$ cat src/rtl/payload_engine_ctrl.sv
// rtl/payload_engine_ctrl.sv - packet payload sequencer for a bank of sticky-match engines
//
// Purpose: accepts a byte stream framed by s_sop/s_eop, clears the engines at
// packet start, broadcasts each payload byte to the engines, runs a few flush
// cycles so sticky end states settle, then reports the captured match vector
// and payload length through a valid/ready result port.
//
// Ports:
//   clk, rst                  rising-edge clock, synchronous active-high reset
//   s_data/s_valid/s_sop/s_eop/s_ready   payload byte stream in
//   eng_char/eng_char_vld     registered byte broadcast to the class decoders
//   eng_en, eng_sod           engine state-register enable and clear
//   eng_match                 sticky end-state outputs of the engines
//   res_valid/res_ready       result handshake
//   res_match/res_any/res_len captured result
//   drop_cnt                  stray beats discarded while idle (saturating)

module payload_engine_ctrl #(
  parameter int NUM_ENG   = 8,
  parameter int FLUSH_CYC = 2
) (
  input  logic               clk,
  input  logic               rst,
  input  logic [7:0]         s_data,
  input  logic               s_valid,
  input  logic               s_sop,
  input  logic               s_eop,
  output logic               s_ready,
  output logic [7:0]         eng_char,
  output logic               eng_char_vld,
  output logic               eng_en,
  output logic               eng_sod,
  input  logic [NUM_ENG-1:0] eng_match,
  output logic               res_valid,
  input  logic               res_ready,
  output logic [NUM_ENG-1:0] res_match,
  output logic               res_any,
  output logic [15:0]        res_len,
  output logic [15:0]        drop_cnt
);

  typedef enum logic [2:0] {
    ST_IDLE,
    ST_CLEAR,
    ST_SCAN,
    ST_FLUSH,
    ST_REPORT
  } state_t;

  state_t             state_q, state_d;
  logic [3:0]         flush_cnt_q, flush_cnt_d;
  logic [15:0]        len_q, len_d;
  logic [15:0]        drop_cnt_q, drop_cnt_d;
  logic [7:0]         eng_char_q, eng_char_d;
  logic               eng_char_vld_q, eng_char_vld_d;
  logic               eng_en_q, eng_en_d;
  logic               eng_sod_q, eng_sod_d;
  logic               res_valid_q, res_valid_d;
  logic [NUM_ENG-1:0] res_match_q, res_match_d;
  logic               res_any_q, res_any_d;
  logic [15:0]        res_len_q, res_len_d;
  logic               s_ready_int;

  // A sop beat in IDLE is held off (not accepted); it is consumed in SCAN.
  assign s_ready_int = ((state_q == ST_IDLE) && s_valid && !s_sop) ||
                       (state_q == ST_SCAN);

  always_comb begin
    state_d        = state_q;
    flush_cnt_d    = flush_cnt_q;
    len_d          = len_q;
    drop_cnt_d     = drop_cnt_q;
    eng_char_d     = eng_char_q;
    eng_char_vld_d = 1'b0;
    eng_en_d       = 1'b0;
    eng_sod_d      = 1'b0;
    res_valid_d    = res_valid_q;
    res_match_d    = res_match_q;
    res_any_d      = res_any_q;
    res_len_d      = res_len_q;

    case (state_q)
      ST_IDLE: begin
        if (s_valid) begin
          if (s_sop) begin
            state_d   = ST_CLEAR;
            eng_sod_d = 1'b1;
          end else if (drop_cnt_q != 16'hFFFF) begin
            drop_cnt_d = drop_cnt_q + 16'd1;
          end
        end
      end
      ST_CLEAR: begin
        len_d   = 16'd0;
        state_d = ST_SCAN;
      end
      ST_SCAN: begin
        // Any s_sop seen here is just payload; only s_eop matters.
        if (s_valid) begin
          eng_char_d     = s_data;
          eng_char_vld_d = 1'b1;
          eng_en_d       = 1'b1;
          if (len_q != 16'hFFFF) begin
            len_d = len_q + 16'd1;
          end
          if (s_eop) begin
            state_d     = ST_FLUSH;
            flush_cnt_d = 4'd0;
          end
        end
      end
      ST_FLUSH: begin
        // eng_* are registered, so the flush enables appear one cycle after
        // the FLUSH state cycles that request them.
        eng_en_d = 1'b1;
        if (flush_cnt_q == 4'(FLUSH_CYC - 1)) begin
          state_d     = ST_REPORT;
          res_valid_d = 1'b1;
          res_match_d = eng_match;
          res_any_d   = |eng_match;
          res_len_d   = len_q;
        end else begin
          flush_cnt_d = flush_cnt_q + 4'd1;
        end
      end
      ST_REPORT: begin
        if (res_ready) begin
          state_d     = ST_IDLE;
          res_valid_d = 1'b0;
        end
      end
      default: begin
        state_d = ST_IDLE;
      end
    endcase
  end

  always_ff @(posedge clk) begin
    if (rst) begin
      state_q        <= ST_IDLE;
      flush_cnt_q    <= 4'd0;
      len_q          <= 16'd0;
      drop_cnt_q     <= 16'd0;
      eng_char_q     <= 8'd0;
      eng_char_vld_q <= 1'b0;
      eng_en_q       <= 1'b0;
      eng_sod_q      <= 1'b0;
      res_valid_q    <= 1'b0;
      res_match_q    <= '0;
      res_any_q      <= 1'b0;
      res_len_q      <= 16'd0;
    end else begin
      state_q        <= state_d;
      flush_cnt_q    <= flush_cnt_d;
      len_q          <= len_d;
      drop_cnt_q     <= drop_cnt_d;
      eng_char_q     <= eng_char_d;
      eng_char_vld_q <= eng_char_vld_d;
      eng_en_q       <= eng_en_d;
      eng_sod_q      <= eng_sod_d;
      res_valid_q    <= res_valid_d;
      res_match_q    <= res_match_d;
      res_any_q      <= res_any_d;
      res_len_q      <= res_len_d;
    end
  end

  // Control outputs follow rst immediately so the engines are held cleared
  // and idle for the whole reset interval, including the cycle before the
  // first reset edge; eng_sod_q itself resets low so it drops as rst drops.
  assign s_ready      = s_ready_int && !rst;
  assign eng_sod      = eng_sod_q || rst;
  assign eng_en       = eng_en_q && !rst;
  assign eng_char_vld = eng_char_vld_q && !rst;
  assign res_valid    = res_valid_q && !rst;
  assign eng_char     = eng_char_q;
  assign res_match    = res_match_q;
  assign res_any      = res_any_q;
  assign res_len      = res_len_q;
  assign drop_cnt     = drop_cnt_q;

endmodule

$ cat config.mk
export PLATFORM = sky130hd
export DESIGN_NAME = payload_engine_ctrl
export DESIGN_NICKNAME = d
export VERILOG_FILES = /design/src/rtl/payload_engine_ctrl.sv
export SDC_FILE = /design/constraint.sdc
export NUM_CORES = 1
export LEC_CHECK = 0
export CELL_PAD_IN_SITES_DETAIL_PLACEMENT = 1
export CELL_PAD_IN_SITES_GLOBAL_PLACEMENT = 1
export CORE_UTILIZATION = 40
export DETAILED_ROUTE_END_ITERATION = 8
export GPL_TIMING_DRIVEN = 1
export PLACE_DENSITY_LB_ADDON = 0.1
export SLEW_MARGIN = 30
export SYNTH_ARGS = -nofsm -noshare
export SYNTH_HDL_FRONTEND = slang
export SYNTH_SLANG_ARGS = --single-unit
$ cat constraint.sdc
create_clock -name clk -period 3.55 [get_ports clk]
set_input_delay 0.5325 -clock clk [delete_from_list [all_inputs] [get_ports clk]]
set_output_delay 0.5325 -clock clk [all_outputs]
set_load 0.005 [all_outputs]
**Word level (Yosys, flattened, before mapping)**

Cells that the tools add are included.
W data, S select, Z words.

- Flip-flop bits (word level): 76
- Bits in latches: 0
- Bits in writable memories: 0
- Bits in read-only memories: 0
- Output and inout port bits: 54
- Logic and storage cells: 78
- Memories: 0

- Add/sub/neg operators: 3
- $mul: 0
- Div/mod/pow operators: 0
- Magnitude comparators: 0
- Equal/unequal tests: 15
- Shift operators: 0
- Muxes and demuxes: 20
- Bitwise gates (word level): 4
- Reduce and logical (&&, ||, !) cells: 24

Operators by type and width:

| kind | count |
|---|---|
| $add A16 B1 Y16 const B | 2 |
| $mux W16 | 2 |
| $ne A16 B16 Y1 const B | 2 |
| $pmux W16 S2 | 1 |
| $mux W3 | 6 |
| $pmux W3 S5 | 1 |
| $ne A2 B2 Y1 const B | 7 |
| $mux W4 | 3 |
| $pmux W4 S2 | 1 |
| $reduce_and A4 Y1 | 2 |
| $reduce_or A8 Y1 | 1 |
| $eq A3 B2 Y1 const B | 2 |
| $logic_and A1 B1 Y1 | 6 |
| $reduce_and A3 Y1 | 2 |
| $reduce_and A6 Y1 | 1 |
| $reduce_bool A2 Y1 | 3 |
| $add A4 B1 Y4 const B | 1 |
| $eq A4 B1 Y1 const B | 1 |
| $mux W1 | 4 |
| $not A1 Y1 | 4 |
| $pmux W1 S2 | 2 |
| $reduce_and A2 Y1 | 2 |
| $eq A3 B1 Y1 const B | 1 |
| $eq A3 B3 Y1 const B | 1 |
| 6 further kinds | 8 |

**Longest topological paths before layout**

Gate-level depths: netlist of the first run.

- Depth in word-level cells: 5
- Depth in mapped cells: 8
- Depth with buffers taken out: 6

**Least setup slack after synthesis of the first run**

No wires, ideal clock.

- Path type: input to output
- From: input rst
- To: output s_ready
- Data arrival time: 1.427 ns
- Setup slack: 1.590 ns
- Stages: 4
- Path buffers: 3
- Cell sequence: clkbuf_1 -> clkbuf_1 -> clkbuf_1 -> a21oi_1

- Cells in the longest elaborated chain, start to end: 2

Ends and longest elaborated chain:

| item | line | text |
|---|---|---|
| start, declared | 23 | `input logic rst,` |
| $logic_not A1 Y1 | 171 | `assign s_ready = s_ready_int && !rst;` |
| $logic_and A1 B1 Y1 | 171 |  |
| end, declared | 28 | `output logic s_ready,` |

Every way passes these cells.

**Worst setup path in the final report of the first run**

- From: input s_valid
- To: output s_ready

- Cells in the longest elaborated chain, start to end: 4

Ends and longest elaborated chain:

| item | line | text |
|---|---|---|
| start, declared | 25 | `input logic s_valid,` |
| $logic_and A1 B1 Y1 (2 in series) | 65 | `assign s_ready_int = ((state_q == ST_IDLE) && s_valid && !s_sop) \|\|` |
| $logic_or A1 B1 Y1 | 65 |  |
| $logic_and A1 B1 Y1 | 171 |  |

Every way passes these cells.

==> impl_metrics.toml, run 1 <==
[routing]
via_per_inst = 5.68
vias = 3471
wl_per_cell_um = 16.4
ant_nets = 0
drt_pass1_iterations = 4
drt_iter0_markers = 98
wl_um = 10000
drcViolationCount = 0

[clocking]
cts-root-buf = "clkbuf_8"
clock_latency_ns = 0.35
post_cts_buffers = 0
cts.sinks = 76
h-tree-depth = 3
clockBufferDepth = 2
cts_resized = 0
cts_hold_buf = 0
cts_buffers = 9
cts.clk_slew.worst_paths_ns = 0.08
cts_tree = "built"

[timing]
finClkSkew_ns = 0.0142
hold_violations = 0
setup_viol_count_final = 0
fmax_mhz = 348
tightest_slew_ns = 0.763
final.setup.tns_ns = 0
rsz0062_at_grt = "false"
slew_violations = 0
period_needed_ns = 2.87
fin_crit_sh = 0.809
slew-limit-headroom = 0.484

[cells_and_area]
fillers = 1064
drive_gt1_frac = 0.0835
fin_util = 0.532
antennaDiodeCount = 0
nets = 524
multiInputGateArea_um2 = 1940
seq_area_um2 = 1520
area_delta_synth_final_pct = 28.9

[synthesis]
yosysTopAreaCell = "dfxtp_1"
synthCells = 428
syn_avg_cell_area_um2 = 8.37
seq_area_frac_synth = 0.425
synth_top_cell_area_share = 0.425
ys_ff_latch = 76
yosys-top-cells-count = "86 x nand2_1, 76 x dfxtp_1, 46 x a21oi_1"
syn-num-nets = 454
netlist_area_um2 = 3580
synthArstFlopShare = 0
synth-main-ff-cell = "dfxtp_1"
synth-edff-count = 0
ys_types = 66
synth_area_leaders = "dfxtp_1 42%, nand2_1 9.0%, a21oi_1 6.4%"
ys_warn_count = 0
yosysMostFrequentCell = "nand2_1"

[critical_path]
cp_max_fo = 6
worst-setup-path-type = "in2out"
start_kind = "input pin"
endpoint_kind = "output port"
crit_required_ns = 3.02
crit_arrival_ns = 2.34

[floorplan]
std_cell_rows = 34
die_h_um = 96.7
core_region_area_um2 = 8680
fp.dieArea_um2 = 9340
start_util = 0.413
die_width_um = 96.7
pin_count = 76

[power]
power_leakage_nw = 1.55
swShare = 0.247
power_frac_clock = 0.409
power_mw = 1.68
p_per_area_nw_per_um2 = 365
p_int_mw = 1.27
ir_drop_v = 0.000173
netSwitchingPower_uw = 416
p_comb_frac = 0.072
seqPwrFrac = 0.519

[global_routing]
grt_usage = 0.221
grt_pass1_wl_um = 17200
grt_pass1_vias = 3538
grt-ovfl-total = 0
antenna_found_initial = 0
grt_max_degree = 30

[placed_design]
place.detailed.hpwl_um = 7190
gp_congestion = 0.844
port_buffers = 75

[worst_hold_path]
hold_path.class = "reg2reg"

[flow_run]
max_cap_viol_count = 0

[outcome]
status = "finished, final reports clean"
-- placed cells by master, fill, tap and decap left out, types with 4 or more instances in the layout --
master / instances
buf_4: 4
nand4_1: 10
clkdlybuf4s50_1: 74
a31oi_1: 4
o21ai_0: 9
nor2b_1: 7
nor2_1: 18
mux2_2: 5
or4_1: 6
or3_1: 7
nor3_1: 12
inv_1: 10
dfxtp_1: 76
nand2_1: 86
clkbuf_8: 10
and3_1: 6
a211oi_1: 5
and2_1: 5
nand3_1: 15
nor4_1: 4
ha_1: 4
a21oi_1: 46
-- area by class of cell --
class,instances,share of cell area
clock inverters,6,0.0154
multi-input cells,322,0.420
well taps,108,0.0293
inverters,10,0.00813
clock buffers,10,0.0298
repair buffers,79,0.168
flip-flops and latches,76,0.329
-- stage by stage --
step | cell area, µm² | hold slack, ns | worst slack (ns) | instances
2_1_floorplan | 3580 | 0.449 | 1.59 | 428
3_3_place_gp | 4410 | 0.441 | 0.764 | 595
3_5_place_dp | 4410 | 0.447 | 0.695 | 595
4_1_cts | 4620 | 0.459 | 0.683 | 611
5_1_grt | 4620 | 0.482 | 0.535 | 611
6_report | 4620 | 0.457 | 0.679 | 611
-- sequential cells by signal, summed over array words and instances, names as in the netlist, 3 cells and up --
signal	count
res_len	16
drop_cnt	16
flush_cnt_q	4
len_q	16
res_match	8
eng_char	8
state_q	3
-- power by group through the flow --
stage	combinational (mW)	sequential [mW]	clock [mW]
2_1_floorplan	0.0655	0.888	0
3_3_place_gp	0.117	0.893	0
3_5_place_dp	0.120	0.894	0
4_1_cts	0.121	0.874	0.708
5_1_grt	0.132	0.876	0.750
6_report	0.121	0.874	0.690
-- cell families (layout without fill, tap and decap cells) --
group,count (synthesis),after routing,synth area share
xor+xnor,4,4,0.00978
compound gates,103,103,0.188
simple gates,204,204,0.308
buf+inv,30,105,0.0339
mux,7,7,0.0213
fa+ha+maj,4,4,0.0140
flops,76,76,0.425
-- worst max-delay path: stages --
cell,delay [ns]
clkdlybuf4s50_1,0.54
nor4b_2,0.31
nand2b_1,0.21
a21oi_1,0.21
clkdlybuf4s50_1,0.53
-- per-layer routing --
metal  share of wire  global-route usage
met1            0.46               0.284
met2            0.49               0.379
met3           0.041              0.0318
met4           0.010              0.0746
met5               0                   0
-- path summary, 6_finish.rpt --
path,startpoint,end,slack (ns),cells past startpoint
max,s_valid,s_ready,0.68,5
min,res_len[13]$_SDFFE_PP0P_,res_len[13]$_SDFFE_PP0P_,0.46,2
max reg2reg,state_q[0]$_SDFFE_PP0P_,len_q[10]$_SDFFE_PP0P_,1.37,4
min reg2reg,res_len[13]$_SDFFE_PP0P_,res_len[13]$_SDFFE_PP0P_,0.46,2
Power figures use the tool's default switching activity.
==> inputs of run 2 (changes only) <==
--- a/config.mk
+++ b/config.mk
@@ -7,7 +7,7 @@
 export LEC_CHECK = 0
 export CELL_PAD_IN_SITES_DETAIL_PLACEMENT = 1
 export CELL_PAD_IN_SITES_GLOBAL_PLACEMENT = 1
-export CORE_UTILIZATION = 40
+export CORE_UTILIZATION = 34
 export DETAILED_ROUTE_END_ITERATION = 8
 export GPL_TIMING_DRIVEN = 1
 export PLACE_DENSITY_LB_ADDON = 0.1
==> constraint.sdc (replaced) <==
create_clock -name clk -period 2.4 [get_ports clk]
set_input_delay 0.36 -clock clk [delete_from_list [all_inputs] [get_ports clk]]
set_output_delay 0.36 -clock clk [all_outputs]
set_load 0.005 [all_outputs]
==> run 2 against run 1 <==
Net effect: clock-buffer cell count is 3 higher; combinational power is 69% higher; critical endpoint unchanged; largest power group unchanged; sequential power is 48% higher; clock power is 54% higher; utilization is 6.5 points lower; total power is 52% higher; critical path type unchanged; sequential share of layout area is 1.1 points lower; clock skew is 0.0073 ns lower; non-clock buffer count is 17 higher.
==> impl_metrics.toml, run 2 (synthesis gave the netlist of run 1 again) <==
[clocking]
h-tree-depth = 3
clockBufferDepth = 2
cts_tree = "built"
cts.sinks = 76
cts-root-buf = "clkbuf_8"
cts.clk_slew.worst_paths_ns = 0.08
post_cts_buffers = 0
cts_resized = 1
cts_buffers = 9
clock_latency_ns = 0.36
cts_hold_buf = 0

[timing]
fmax_mhz = 437
finClkSkew_ns = 0.00689
rsz0062_at_grt = "false"
tightest_slew_ns = 0.777
fin_crit_sh = 0.954
period_needed_ns = 2.29
slew-limit-headroom = 0.481
setup_viol_count_final = 0
hold_violations = 0
final.setup.tns_ns = 0
slew_violations = 0

[critical_path]
cp_max_fo = 3
endpoint_kind = "output port"
worst-setup-path-type = "in2out"
crit_arrival_ns = 1.93
start_kind = "input pin"
crit_required_ns = 2.04

[global_routing]
grt_usage = 0.201
grt-ovfl-total = 0
grt_pass1_vias = 3560
grt_pass1_wl_um = 17800
antenna_found_initial = 0
grt_max_degree = 33

[routing]
drcViolationCount = 0
drt_pass1_iterations = 4
vias = 3524
wl_per_cell_um = 15.9
drt_iter0_markers = 104
ant_nets = 0
via_per_inst = 5.37
wl_um = 10400

[floorplan]
std_cell_rows = 37
pin_count = 76
die_width_um = 105
core_region_area_um2 = 10300
fp.dieArea_um2 = 11000
die_h_um = 105
start_util = 0.349

[worst_hold_path]
hold_path.class = "reg2reg"

[power]
ir_drop_v = 0.000288
p_per_area_nw_per_um2 = 532
power_leakage_nw = 1.65

[placed_design]
dpl-instance-area_um2 = 4570
place.detailed.hpwl_um = 7570
gp_congestion = 0.831
port_buffers = 75

[cells_and_area]
nets = 541
fillers = 1270
drive_gt1_frac = 0.119
final_cell_mix = "86 x nand2_1, 74 x clkdlybuf4s50_1, 73 x dfxtp_1, 46 x a21oi_1, 21 x buf_4"
antennaDiodeCount = 0
final_common_cell = "nand2_1"
fin_area_um2 = 4800
area_delta_synth_final_pct = 34.0

[flow_run]
max_cap_viol_count = 0

[outcome]
status = "finished, final reports clean"
-- run 2: cell types whose count changed in the layout (fill, tap and decap cells not counted), sizes merged --
cell / before / now
buf: 5 / 22
inv: 11 / 10
clkbuf: 10 / 13
clkinvlp: 2 / 0
-- run 2: metal layers --
layer / share of wire / global-route usage / wire [µm]
met5: 0 / 0 / 0
met3: 0.035 / 0.0331 / 367
met2: 0.47 / 0.328 / 4860
met1: 0.48 / 0.263 / 5020
met4: 0.015 / 0.0835 / 156
-- run 2: stage by stage --
step | instances | util | worst slack, ns | power, mW | hold slack (ns)
floorplan | 428 | - | 0.577 | 1.41 | 0.449
global placement | 640 | 0.445 | 0.158 | 1.52 | 0.441
detailed placement | 640 | 0.445 | 0.114 | 1.52 | 0.448
CTS | 656 | 0.466 | 0.00720 | 2.58 | 0.459
global route | 656 | 0.467 | 0.0202 | 2.67 | 0.479
finish | 656 | 0.467 | 0.110 | 2.56 | 0.455
-- run 2: final timing paths --
kind                            depth (start not counted)                      end  slack [ns]                     from
worst max-delay path                                    5                  s_ready        0.11                  s_valid
worst min-delay path                                    2  res_len[4]$_SDFFE_PP0P_        0.45  res_len[4]$_SDFFE_PP0P_
worst max register to register                          5   len_q[14]$_SDFFE_PP0P_        0.30    len_q[0]$_SDFFE_PP0P_
worst min register to register                          2  res_len[4]$_SDFFE_PP0P_        0.45  res_len[4]$_SDFFE_PP0P_
-- run 2: power by group --
group          switching (mW)  total [mW]  leakage (nW)  internal, mW
Clock                   0.495        1.06         0.110         0.567
Combinational           0.101       0.204         0.929         0.103
Sequential             0.0174        1.29         0.615          1.27
Total                   0.613        2.56          1.65          1.94
-- run 2: worst max-delay path: stages --
cell,delay (ns)
clkdlybuf4s50_1,0.51
nor4b_4,0.26
nand2b_1,0.11
a21oi_1,0.17
clkdlybuf4s50_1,0.52
-- run 2: cell type report --
class | instances | area (µm²) | area share
well taps | 136 | 170 | 0.0354
multi-input cells | 322 | 1950 | 0.406
clock inverters | 3 | 43.8 | 0.00912
clock buffers | 13 | 169 | 0.0352
inverters | 10 | 37.5 | 0.00781
flip-flops and latches | 76 | 1530 | 0.318
repair buffers | 96 | 903 | 0.188
==> inputs of run 3 (changes only) <==
--- a/config.mk
+++ b/config.mk
@@ -5,6 +5,7 @@
 export SDC_FILE = /design/constraint.sdc
 export NUM_CORES = 1
 export LEC_CHECK = 0
+export CAP_MARGIN = 20
 export CELL_PAD_IN_SITES_DETAIL_PLACEMENT = 1
 export CELL_PAD_IN_SITES_GLOBAL_PLACEMENT = 1
 export CORE_UTILIZATION = 34
==> results of run 3 <==
The final DEF is identical to that of run 2; final timing and power are the same.
